**src/rtl/cdc_ctrl_pkg.sv**
```systemverilog
// Shared types and constants for the gray-counter CDC snapshot sequencer.
// Holds the FSM state enum, default phase lengths and the phase-timer width helper.
package cdc_ctrl_pkg;

  typedef enum logic [2:0] {
    IDLE,
    RUN,
    FREEZE,
    LOAD,
    SETTLE
  } state_t;

  localparam int DEF_HOLD_CYC   = 1;
  localparam int DEF_LOAD_CYC   = 3;
  localparam int DEF_SETTLE_CYC = 3;

  // Wide enough to hold the longest phase length or the auto period.
  function automatic int phase_w(input int hold, input int load, input int settle,
                                 input int period);
    int m;
    m = hold;
    if (load > m)   m = load;
    if (settle > m) m = settle;
    if (period > m) m = period;
    return $clog2(m + 1);
  endfunction

endpackage

```
**src/rtl/cdc_snap_ctrl_phase_timer.sv**
```systemverilog
// Loadable down-counter with terminal-count flag; used for phase lengths and the auto period.
// The count saturates at zero so tc stays asserted until the next load.
module phase_timer #(
  parameter int W = 4
) (
  input  logic         clk,
  input  logic         rst,
  input  logic         load,
  input  logic [W-1:0] load_val,
  input  logic         en,
  output logic         tc
);

  logic [W-1:0] count_reg;

  always_ff @(posedge clk) begin
    if (rst) begin
      count_reg <= '0;
    end else if (load) begin
      count_reg <= load_val;
    end else if (en && (count_reg != '0)) begin
      count_reg <= count_reg - 1'b1;
    end
  end

  assign tc = (count_reg == '0);

endmodule

```
**src/rtl/cdc_snap_ctrl.sv**
```systemverilog
// Source-domain sequencer for the gray-counter CDC path: freezes the counter, raises load
// long enough to cross the synchronizer, then lets counting resume.
module cdc_snap_ctrl
  import cdc_ctrl_pkg::*;
#(
  parameter int HOLD_CYC   = DEF_HOLD_CYC,
  parameter int LOAD_CYC   = DEF_LOAD_CYC,
  parameter int SETTLE_CYC = DEF_SETTLE_CYC,
  parameter int PERIOD     = 0,
  parameter int SNAP_W     = 16
) (
  input  logic              clk,
  input  logic              rst,
  input  logic              start,
  input  logic              stop,
  input  logic              snap_req,
  output logic              cnt_en,
  output logic              load,
  output logic              busy,
  output logic              snap_done,
  output logic [SNAP_W-1:0] snap_cnt
);

  localparam int PW = phase_w(HOLD_CYC, LOAD_CYC, SETTLE_CYC, PERIOD);
  localparam logic [PW-1:0] HOLD_LD   = PW'(HOLD_CYC - 1);
  localparam logic [PW-1:0] LOAD_LD   = PW'(LOAD_CYC - 1);
  localparam logic [PW-1:0] SETTLE_LD = PW'(SETTLE_CYC - 1);
  localparam logic [PW-1:0] AUTO_LD   = (PERIOD > 0) ? PW'(PERIOD - 1) : '0;
  localparam bit            AUTO_ON   = (PERIOD > 0);

  state_t            state_reg, state_next;
  logic              run_reg, run_next;
  logic              pend_reg, pend_next;
  logic              phase_load;
  logic [PW-1:0]     phase_val;
  logic              phase_tc;
  logic              auto_tc;
  logic              auto_tick;
  logic              done_next;
  logic              cnt_en_reg, load_reg, busy_reg, snap_done_reg;
  logic [SNAP_W-1:0] snap_cnt_reg;

  phase_timer #(.W(PW)) u_phase (
    .clk      (clk),
    .rst      (rst),
    .load     (phase_load),
    .load_val (phase_val),
    .en       (1'b1),
    .tc       (phase_tc)
  );

  // The auto timer is held at its reload value whenever the block is not running.
  phase_timer #(.W(PW)) u_auto (
    .clk      (clk),
    .rst      (rst),
    .load     (state_reg != RUN),
    .load_val (AUTO_LD),
    .en       (state_reg == RUN),
    .tc       (auto_tc)
  );

  assign auto_tick = AUTO_ON && (state_reg == RUN) && auto_tc;

  always_comb begin
    state_next = state_reg;
    run_next   = run_reg;
    pend_next  = pend_reg;
    phase_load = 1'b0;
    phase_val  = HOLD_LD;
    done_next  = 1'b0;
    case (state_reg)
      IDLE: begin
        if (snap_req) begin
          state_next = FREEZE;
          run_next   = 1'b0;
          phase_load = 1'b1;
        end else if (start && !stop) begin
          state_next = RUN;
        end
      end
      RUN: begin
        if (snap_req || auto_tick) begin
          state_next = FREEZE;
          run_next   = !stop;
          phase_load = 1'b1;
        end else if (stop) begin
          state_next = IDLE;
        end
      end
      FREEZE, LOAD, SETTLE: begin
        if (stop) begin
          run_next = 1'b0;
        end else if (start) begin
          run_next = 1'b1;
        end
        if (snap_req) pend_next = 1'b1;
        if (phase_tc) begin
          phase_load = 1'b1;
          if (state_reg == FREEZE) begin
            state_next = LOAD;
            phase_val  = LOAD_LD;
          end else if (state_reg == LOAD) begin
            state_next = SETTLE;
            phase_val  = SETTLE_LD;
          end else begin
            // A merged pending request relaunches straight away, keeping the counter frozen.
            done_next = 1'b1;
            if (pend_next) begin
              state_next = FREEZE;
              pend_next  = 1'b0;
            end else begin
              state_next = run_next ? RUN : IDLE;
            end
          end
        end
      end
      default: state_next = IDLE;
    endcase
  end

  always_ff @(posedge clk) begin
    if (rst) begin
      state_reg     <= IDLE;
      run_reg       <= 1'b0;
      pend_reg      <= 1'b0;
      cnt_en_reg    <= 1'b0;
      load_reg      <= 1'b0;
      busy_reg      <= 1'b0;
      snap_done_reg <= 1'b0;
      snap_cnt_reg  <= '0;
    end else begin
      state_reg     <= state_next;
      run_reg       <= run_next;
      pend_reg      <= pend_next;
      cnt_en_reg    <= (state_next == RUN);
      load_reg      <= (state_next == LOAD);
      busy_reg      <= (state_next == FREEZE) || (state_next == LOAD) || (state_next == SETTLE);
      snap_done_reg <= done_next;
      if (done_next) snap_cnt_reg <= snap_cnt_reg + 1'b1;
    end
  end

  assign cnt_en    = cnt_en_reg;
  assign load      = load_reg;
  assign busy      = busy_reg;
  assign snap_done = snap_done_reg;
  assign snap_cnt  = snap_cnt_reg;

endmodule

```
**config.mk**
```make
export PLATFORM = sky130hd
export DESIGN_NAME = cdc_snap_ctrl
export DESIGN_NICKNAME = d
export VERILOG_FILES = /design/src/rtl/cdc_ctrl_pkg.sv /design/src/rtl/cdc_snap_ctrl_phase_timer.sv /design/src/rtl/cdc_snap_ctrl.sv
export SDC_FILE = /design/constraint.sdc
export NUM_CORES = 1
export LEC_CHECK = 0
export BUFFER_PORTS_ARGS = -buffer_cell sky130_fd_sc_hd__buf_2
export CORE_ASPECT_RATIO = 0.75
export CORE_MARGIN = 1
export CORE_UTILIZATION = 39
export DETAILED_ROUTE_END_ITERATION = 8
export PLACE_DENSITY = 0.66
export SLEW_MARGIN = 20
export SYNTH_ARGS = -nofsm -noshare
export SYNTH_HDL_FRONTEND = slang
export SYNTH_SLANG_ARGS = --single-unit
```
**constraint.sdc**
```tcl
create_clock -name clk -period 6.27 [get_ports clk]
set_clock_uncertainty 0.15 [all_clocks]
set_input_delay 0.3135 -clock clk [delete_from_list [all_inputs] [get_ports clk]]
set_output_delay 0.3135 -clock clk [all_outputs]
set_load 0.01 [all_outputs]
```
==> results.sh, run 1 <==
export IMPL_powerDensity_nw_per_um2=287
export IMPL_via_per_inst=5.46
export IMPL_synthArstFlopShare_pct=0
export IMPL_syn_nets=160
export IMPL_synth_compound_area_share_pct=12.1
export IMPL_hold_path_class="primary input to register"
export IMPL_drive_above_1_share_pct=20.9
export IMPL_setup_ws_ns=3.64
export IMPL_cts_sinks=27
export IMPL_timing_final_crit_share_pct=41.9
export IMPL_crit_type="register to register"
export IMPL_synth_seq_cells=27
export IMPL_antenna_found_initial=0
export IMPL_finalInstanceArea_um2=1480
export IMPL_power_mw=0.424
export IMPL_synth_cells=153
export IMPL_postRouteAntennaNets=0
export IMPL_vdd_drop_max_mv=0.148
export IMPL_fin_util_pct=48.2
export IMPL_coreArea_um2=3060
export IMPL_path_max_fanout=12
export IMPL_slowest_delay_ns=0.67
export IMPL_port_buffers=24
export IMPL_slowest_stage="nor4_1"
export IMPL_chipWidth_um=69.0
export IMPL_synthMuxAreaShare_pct=2.86
export IMPL_ys_types=39
export IMPL_ys_flop_type="dfxtp_1"
export IMPL_ys_warn_count=0
export IMPL_root_buffer="clkbuf_8"
export IMPL_pre_cts_ws_ns=3.70
export IMPL_first_pass_iters=4
export IMPL_fin_tns_setup_ns=0
export IMPL_cts_buffer_depth=2
export IMPL_r2r_start="u_phase.count_reg[0]"
export IMPL_grtUsageMet2_pct=27.0
export IMPL_grt_pass1_vias=1057
export IMPL_place_congestion=0.869
export IMPL_cts_tree="done"
export IMPL_die_h_um=52.2
export IMPL_relSlewSlack_pct=57.8
export IMPL_hpwl_um=1980
export IMPL_fin_nets=180
export IMPL_clkTransAtPathRegs_ns=0.09
export IMPL_largest_reg_flops=16
export IMPL_max_freq_mhz=380
export IMPL_crit_start="u_phase.count_reg[0]"
export IMPL_grt_max_degree=28
export IMPL_min_period_ns=2.63
export IMPL_num_io_pins=25
export IMPL_path_cells="inv_1 > ha_1 > nand4bb_1 > nor4_1 > and3_1 > mux2_2"
export IMPL_synth_cell_area_um2=1310
export IMPL_drt_total_wl_um=2750
export IMPL_wl_per_cell_um=13.1
export IMPL_dieArea_um2=3600
export IMPL_end_kind="register"
export IMPL_p_leak_nw=0.611
export IMPL_synth_top_family_by_area="simple AND/OR/NAND/NOR gates"
export IMPL_drv_cap=0
export IMPL_dpl_instance_area_um2=1430
export IMPL_hold_viol=0
export IMPL_num_vias=1146
export IMPL_grtUsageMet1_pct=22.0
export IMPL_n_fill_cell=312
export IMPL_grt_usage_pct=16.8
export IMPL_rows=17
export IMPL_synth_edf_count=0
export IMPL_rsz0062_at_grt="false"
export IMPL_drcViolationCount=0
export IMPL_initial_core_util_pct=42.8
export IMPL_overflow=0
export IMPL_grt_pass1_wl_um=4520
export IMPL_drt_iter0_markers=44
export IMPL_cp_required_ns=6.28
export IMPL_start_kind="register"
export IMPL_worst_ep_arrival_time_ns=2.64
export IMPL_yosys_area_share_xor_xnor_pct=6.68
export IMPL_synthAdderAreaFrac_pct=1.91
export IMPL_synth_avg_cell_area_um2=8.57
export IMPL_cts_made_buffers=3
export IMPL_clkLatencyLatePin_ns=0.27
export IMPL_final_setup_viol_count=0
export IMPL_post_cts_setup_buffers=0
export IMPL_worst_slew_pin_transition_ns=0.626
export IMPL_use_met3_pct=5.22
export IMPL_status="finished, final reports clean"
export IMPL_area_growth_pct=12.5
export IMPL_worstHoldStart="snap_req"
export IMPL_hold_buffers=0
export IMPL_synth_yosys_seq_area_share_pct=41.2
export IMPL_antenna_cells=0
export IMPL_busiest_layer="met2"
export IMPL_htree_levels=1
export IMPL_final_max_slew_viol_count=0
export IMPL_yosys_area_share_simple_pct=29.5
export IMPL_ctsResizeCount=0
[layout by cell type, fill, tap and decap left out, drive strengths merged, types with 2 or more instances in the layout]
cell and count:
nor3 5, mux2 3, ha 2, clkbuf 4, dfxtp 27, nand2 9
inv 7, nor2 23, nand4 3, nand3 5, o32a 2, nor4 6
xnor2 9, a31o 2, o21ai 4, a21oi 11, nor2b 5, nand2b 4
or3 2, and3 2, buf 24
[final timing paths]
path             endpoint  slack [ns]  cells past startpoint
min              pend_reg        0.25                      3
min reg2reg   snap_cnt[1]        0.36                      2
max reg2reg  snap_cnt[15]        3.64                      6
max          snap_cnt[15]        3.64                      6
[stage by stage]
stage	hold slack (ns)	cells
final	0.248	210
after global routing	0.262	210
after CTS	0.248	210
after detailed placement	0.337	206
after global placement	0.347	206
after floorplan	0.334	153
[layout make-up]
type	count	area (um^2)	area share [%]
inverters	7	26.3	1.78
clock buffers	4	45.0	3.05
multi-input cells	110	696	47.2
flip-flops and latches	27	541	36.6
well taps	38	47.5	3.22
repair buffers	24	120	8.14
[worst max-delay path, delay by kind of cell, from the launching register on]
family | cells | cell delay (ns)
buffers and inverters | 1 | 0.06
adder cells (fa/ha/maj) | 1 | 0.37
multiplexers | 1 | 0.33
AND/OR/NAND/NOR | 3 | 1.28
flip-flops | 1 | 0.33
[power by group]
group	internal, mW	leakage, nW	total (mW)	switching (mW)
Combinational	0.0515	0.369	0.113	0.0619
Sequential	0.191	0.219	0.212	0.0208
Clock	0.0455	0.0228	0.0984	0.0529
[metal layers]
metal / wire (um) / up-vias
met5: 0 / -
li1: - / 566
met1: 1380 / 548
met3: 130 / 0
met2: 1240 / 32
met4: 0 / 0
[cell usage after synthesis, types with 4 or more instances]
cell type	n	share of area [%]
a21oi_1	11	4.2
clkbuf_1	6	1.7
dfxtp_1	27	41
inv_1	7	2.0
nand2_1	9	2.6
nand2b_1	4	1.9
nand3_1	4	1.5
nor2_1	23	6.6
nor2b_1	5	2.4
nor3_1	5	1.9
nor4_1	5	2.4
o21ai_0	4	1.5
xnor2_1	9	6.0
[kinds of logic after synthesis]
logic type / after synthesis
muxes: 3
and+or+nand+nor: 70
adders and majority gates: 2
AOI/OAI and AO/OA: 25
buffers and inverters: 16
xor gates and xnor gates: 10
DFF: 27
Note: power is estimated with default switching activity, not from simulation.
==> run 2, diff against run 1 <==
ABC_AREA = 1   (was not set)
PLACE_DENSITY = 0.67   (was 0.66)
clock period = 2.3 ns   (was 6.27 ns; I/O delays follow)
==> run 2 against run 1 <==
Against the previous run: hold slack worse by 0.23 ns; combinational power rose to 4.2 times the previous value; register-to-register slack worse by 3.1 ns; wire length up 11%; clock-buffer cell count unchanged; sequential share of layout area down 4.1 points; worst setup slack worse by 3.1 ns; synthesized area up 12%; critical path type unchanged; critical endpoint is now snap_cnt[14].
==> results.sh, run 2 <==
export IMPL_status="finished, final reports clean"
export IMPL_overflow=0
export IMPL_cp_required_ns=2.31
export IMPL_ctsResizeCount=0
export IMPL_yosys_top_cells_count="nand2_1, dfxtp_1, inv_1, nor2_1, a21oi_1"
export IMPL_synth_area_leader_cell="dfxtp_1"
export IMPL_path_max_fanout=14
export IMPL_syn_nets=229
export IMPL_post_cts_setup_buffers=0
export IMPL_drt_total_wl_um=3040
export IMPL_synth_avg_cell_area_um2=6.59
export IMPL_grt_max_degree=15
export IMPL_clkTransAtPathRegs_ns=0.09
export IMPL_vdd_drop_max_mv=0.565
export IMPL_place_congestion=0.853
export IMPL_drt_iter0_markers=68
export IMPL_rsz0062_at_grt="false"
export IMPL_end_kind="register"
export IMPL_grt_pass1_wl_um=5220
export IMPL_rows=18
export IMPL_yosys_area_share_xor_xnor_pct=1.20
export IMPL_clkLatencyLatePin_ns=0.27
export IMPL_crit_type="register to register"
export IMPL_die_h_um=55.0
export IMPL_cts_made_buffers=3
export IMPL_hold_path_class="primary input to register"
export IMPL_synthAdderAreaFrac_pct=1.71
export IMPL_hold_buffers=0
export IMPL_fin_nets=253
export IMPL_num_vias=1332
export IMPL_antenna_found_initial=0
export IMPL_cts_sinks=27
export IMPL_final_max_slew_viol_count=0
export IMPL_via_per_inst=4.52
export IMPL_hpwl_um=2330
export IMPL_wl_per_cell_um=10.3
export IMPL_fin_util_pct=48.5
export IMPL_synth_top_family_by_area="simple AND/OR/NAND/NOR gates"
export IMPL_root_buffer="clkbuf_8"
export IMPL_synthMuxAreaShare_pct=0
export IMPL_synth_yosys_seq_area_share_pct=37.0
export IMPL_synth_compound_area_share_pct=11.6
export IMPL_drive_above_1_share_pct=18.8
export IMPL_coreArea_um2=3420
export IMPL_r2r_slack_ns=0.56
export IMPL_ys_warn_count=0
export IMPL_drv_cap=0
export IMPL_worst_slew_pin_transition_ns=0.380
export IMPL_dieArea_um2=4000
export IMPL_yosys_area_share_simple_pct=38.0
export IMPL_layout_commonest_cell="nand2_1"
export IMPL_first_pass_iters=4
export IMPL_initial_core_util_pct=42.7
export IMPL_largest_reg_flops=16
export IMPL_hold_viol=0
export IMPL_start_kind="register"
export IMPL_max_freq_mhz=574
export IMPL_synth_area_top_cells="dfxtp_1, nand2_1, inv_1"
export IMPL_ys_flop_type="dfxtp_1"
export IMPL_synth_cell_area_um2=1460
export IMPL_worst_ep_arrival_time_ns=1.75
export IMPL_synth_seq_cells=27
export IMPL_timing_final_crit_share_pct=75.7
export IMPL_synth_cells=222
export IMPL_cts_buffer_depth=2
export IMPL_synth_top_cell_area_share_pct=37.0
export IMPL_grt_usage_pct=17.5
export IMPL_power_mw=1.33
export IMPL_mostFrequentLayoutCells="nand2_1, inv_1, dfxtp_1, nor2_1, buf_2"
export IMPL_num_io_pins=25
export IMPL_n_fill_cell=375
export IMPL_grt_pass1_vias=1059
export IMPL_chipWidth_um=72.7
export IMPL_synthArstFlopShare_pct=0
export IMPL_synth_edf_count=0
export IMPL_htree_levels=1
export IMPL_postRouteAntennaNets=0
export IMPL_drcViolationCount=0
export IMPL_port_buffers=24
export IMPL_relSlewSlack_pct=74.6
export IMPL_yosysMostFrequentCell="nand2_1"
export IMPL_antenna_cells=0
export IMPL_min_period_ns=1.74
export IMPL_powerDensity_nw_per_um2=800
export IMPL_area_growth_pct=13.5
export IMPL_p_leak_nw=0.716
export IMPL_cts_tree="done"
export IMPL_final_setup_viol_count=0
export IMPL_ys_types=26
export IMPL_fin_tns_setup_ns=0
## run 2: changes by cell type after synthesis, sizes merged, moves of 6 or more
cell,previous run,this run
nor2,23,36
nor4,6,0
inv,7,31
xnor2,9,0
nand2,9,65
o21ai,4,12
## run 2: area by class of cell
class / count / area, um^2 / area share, %
multi-input cells: 157 / 768 / 46.3
flip-flops and latches: 27 / 541 / 32.6
clock buffers: 4 / 45.0 / 2.71
repair buffers: 24 / 120 / 7.23
well taps: 50 / 62.6 / 3.77
inverters: 33 / 124 / 7.46
## run 2: report_power, final
part           switching (mW)  internal (mW)
registers              0.0615          0.532
clock network           0.142          0.124
logic                   0.306          0.163
total                   0.510          0.819
## run 2: path summary, 6_finish.rpt
kind,from,end,depth (start not counted)
worst max-delay path,u_phase.count_reg[0],snap_cnt[14],9
worst min register to register,pend_reg,pend_reg,2
worst max register to register,u_phase.count_reg[0],snap_cnt[14],9
worst min-delay path,stop,run_reg,4
## run 2: kinds of logic (layout without fill, tap and decap cells)
group           Yosys count  count (layout)
compound gates           31              31
xor+xnor                  2               2
fa+ha+maj                 2               2
buf+inv                  38              61
flops                    27              27
simple gates            122             122
## run 2: per-layer routing
layer / global-route usage [%] / vias to the layer above / wire length (um)
li1: - / 745 / -
met3: 4.35 / 2 / 119
met2: 24.5 / 23 / 1090
met1: 26.8 / 562 / 1820
met5: 0 / - / 0
met4: 2.94 / 0 / 12
## run 2: per-stage QoR
step           hold WS, ns  worst slack [ns]  std cells  area, um^2
6_report            0.0143             0.558        295        1660
5_1_grt             0.0370             0.366        295        1660
4_1_cts            0.00431             0.534        295        1660
3_5_place_dp         0.301             0.555        291        1620
3_3_place_gp         0.302             0.591        291        1620
2_1_floorplan       0.0445             0.726        222        1460
## run 2: critical path: stages (launching register included)
cell	delay (ns)
dfxtp_1	0.33
inv_1	0.05
ha_1	0.32
nand3_4	0.26
nor2_4	0.16
nand2_2	0.09
nor2_2	0.10
nand3_1	0.07
nand2_1	0.07
nor2_1	0.03
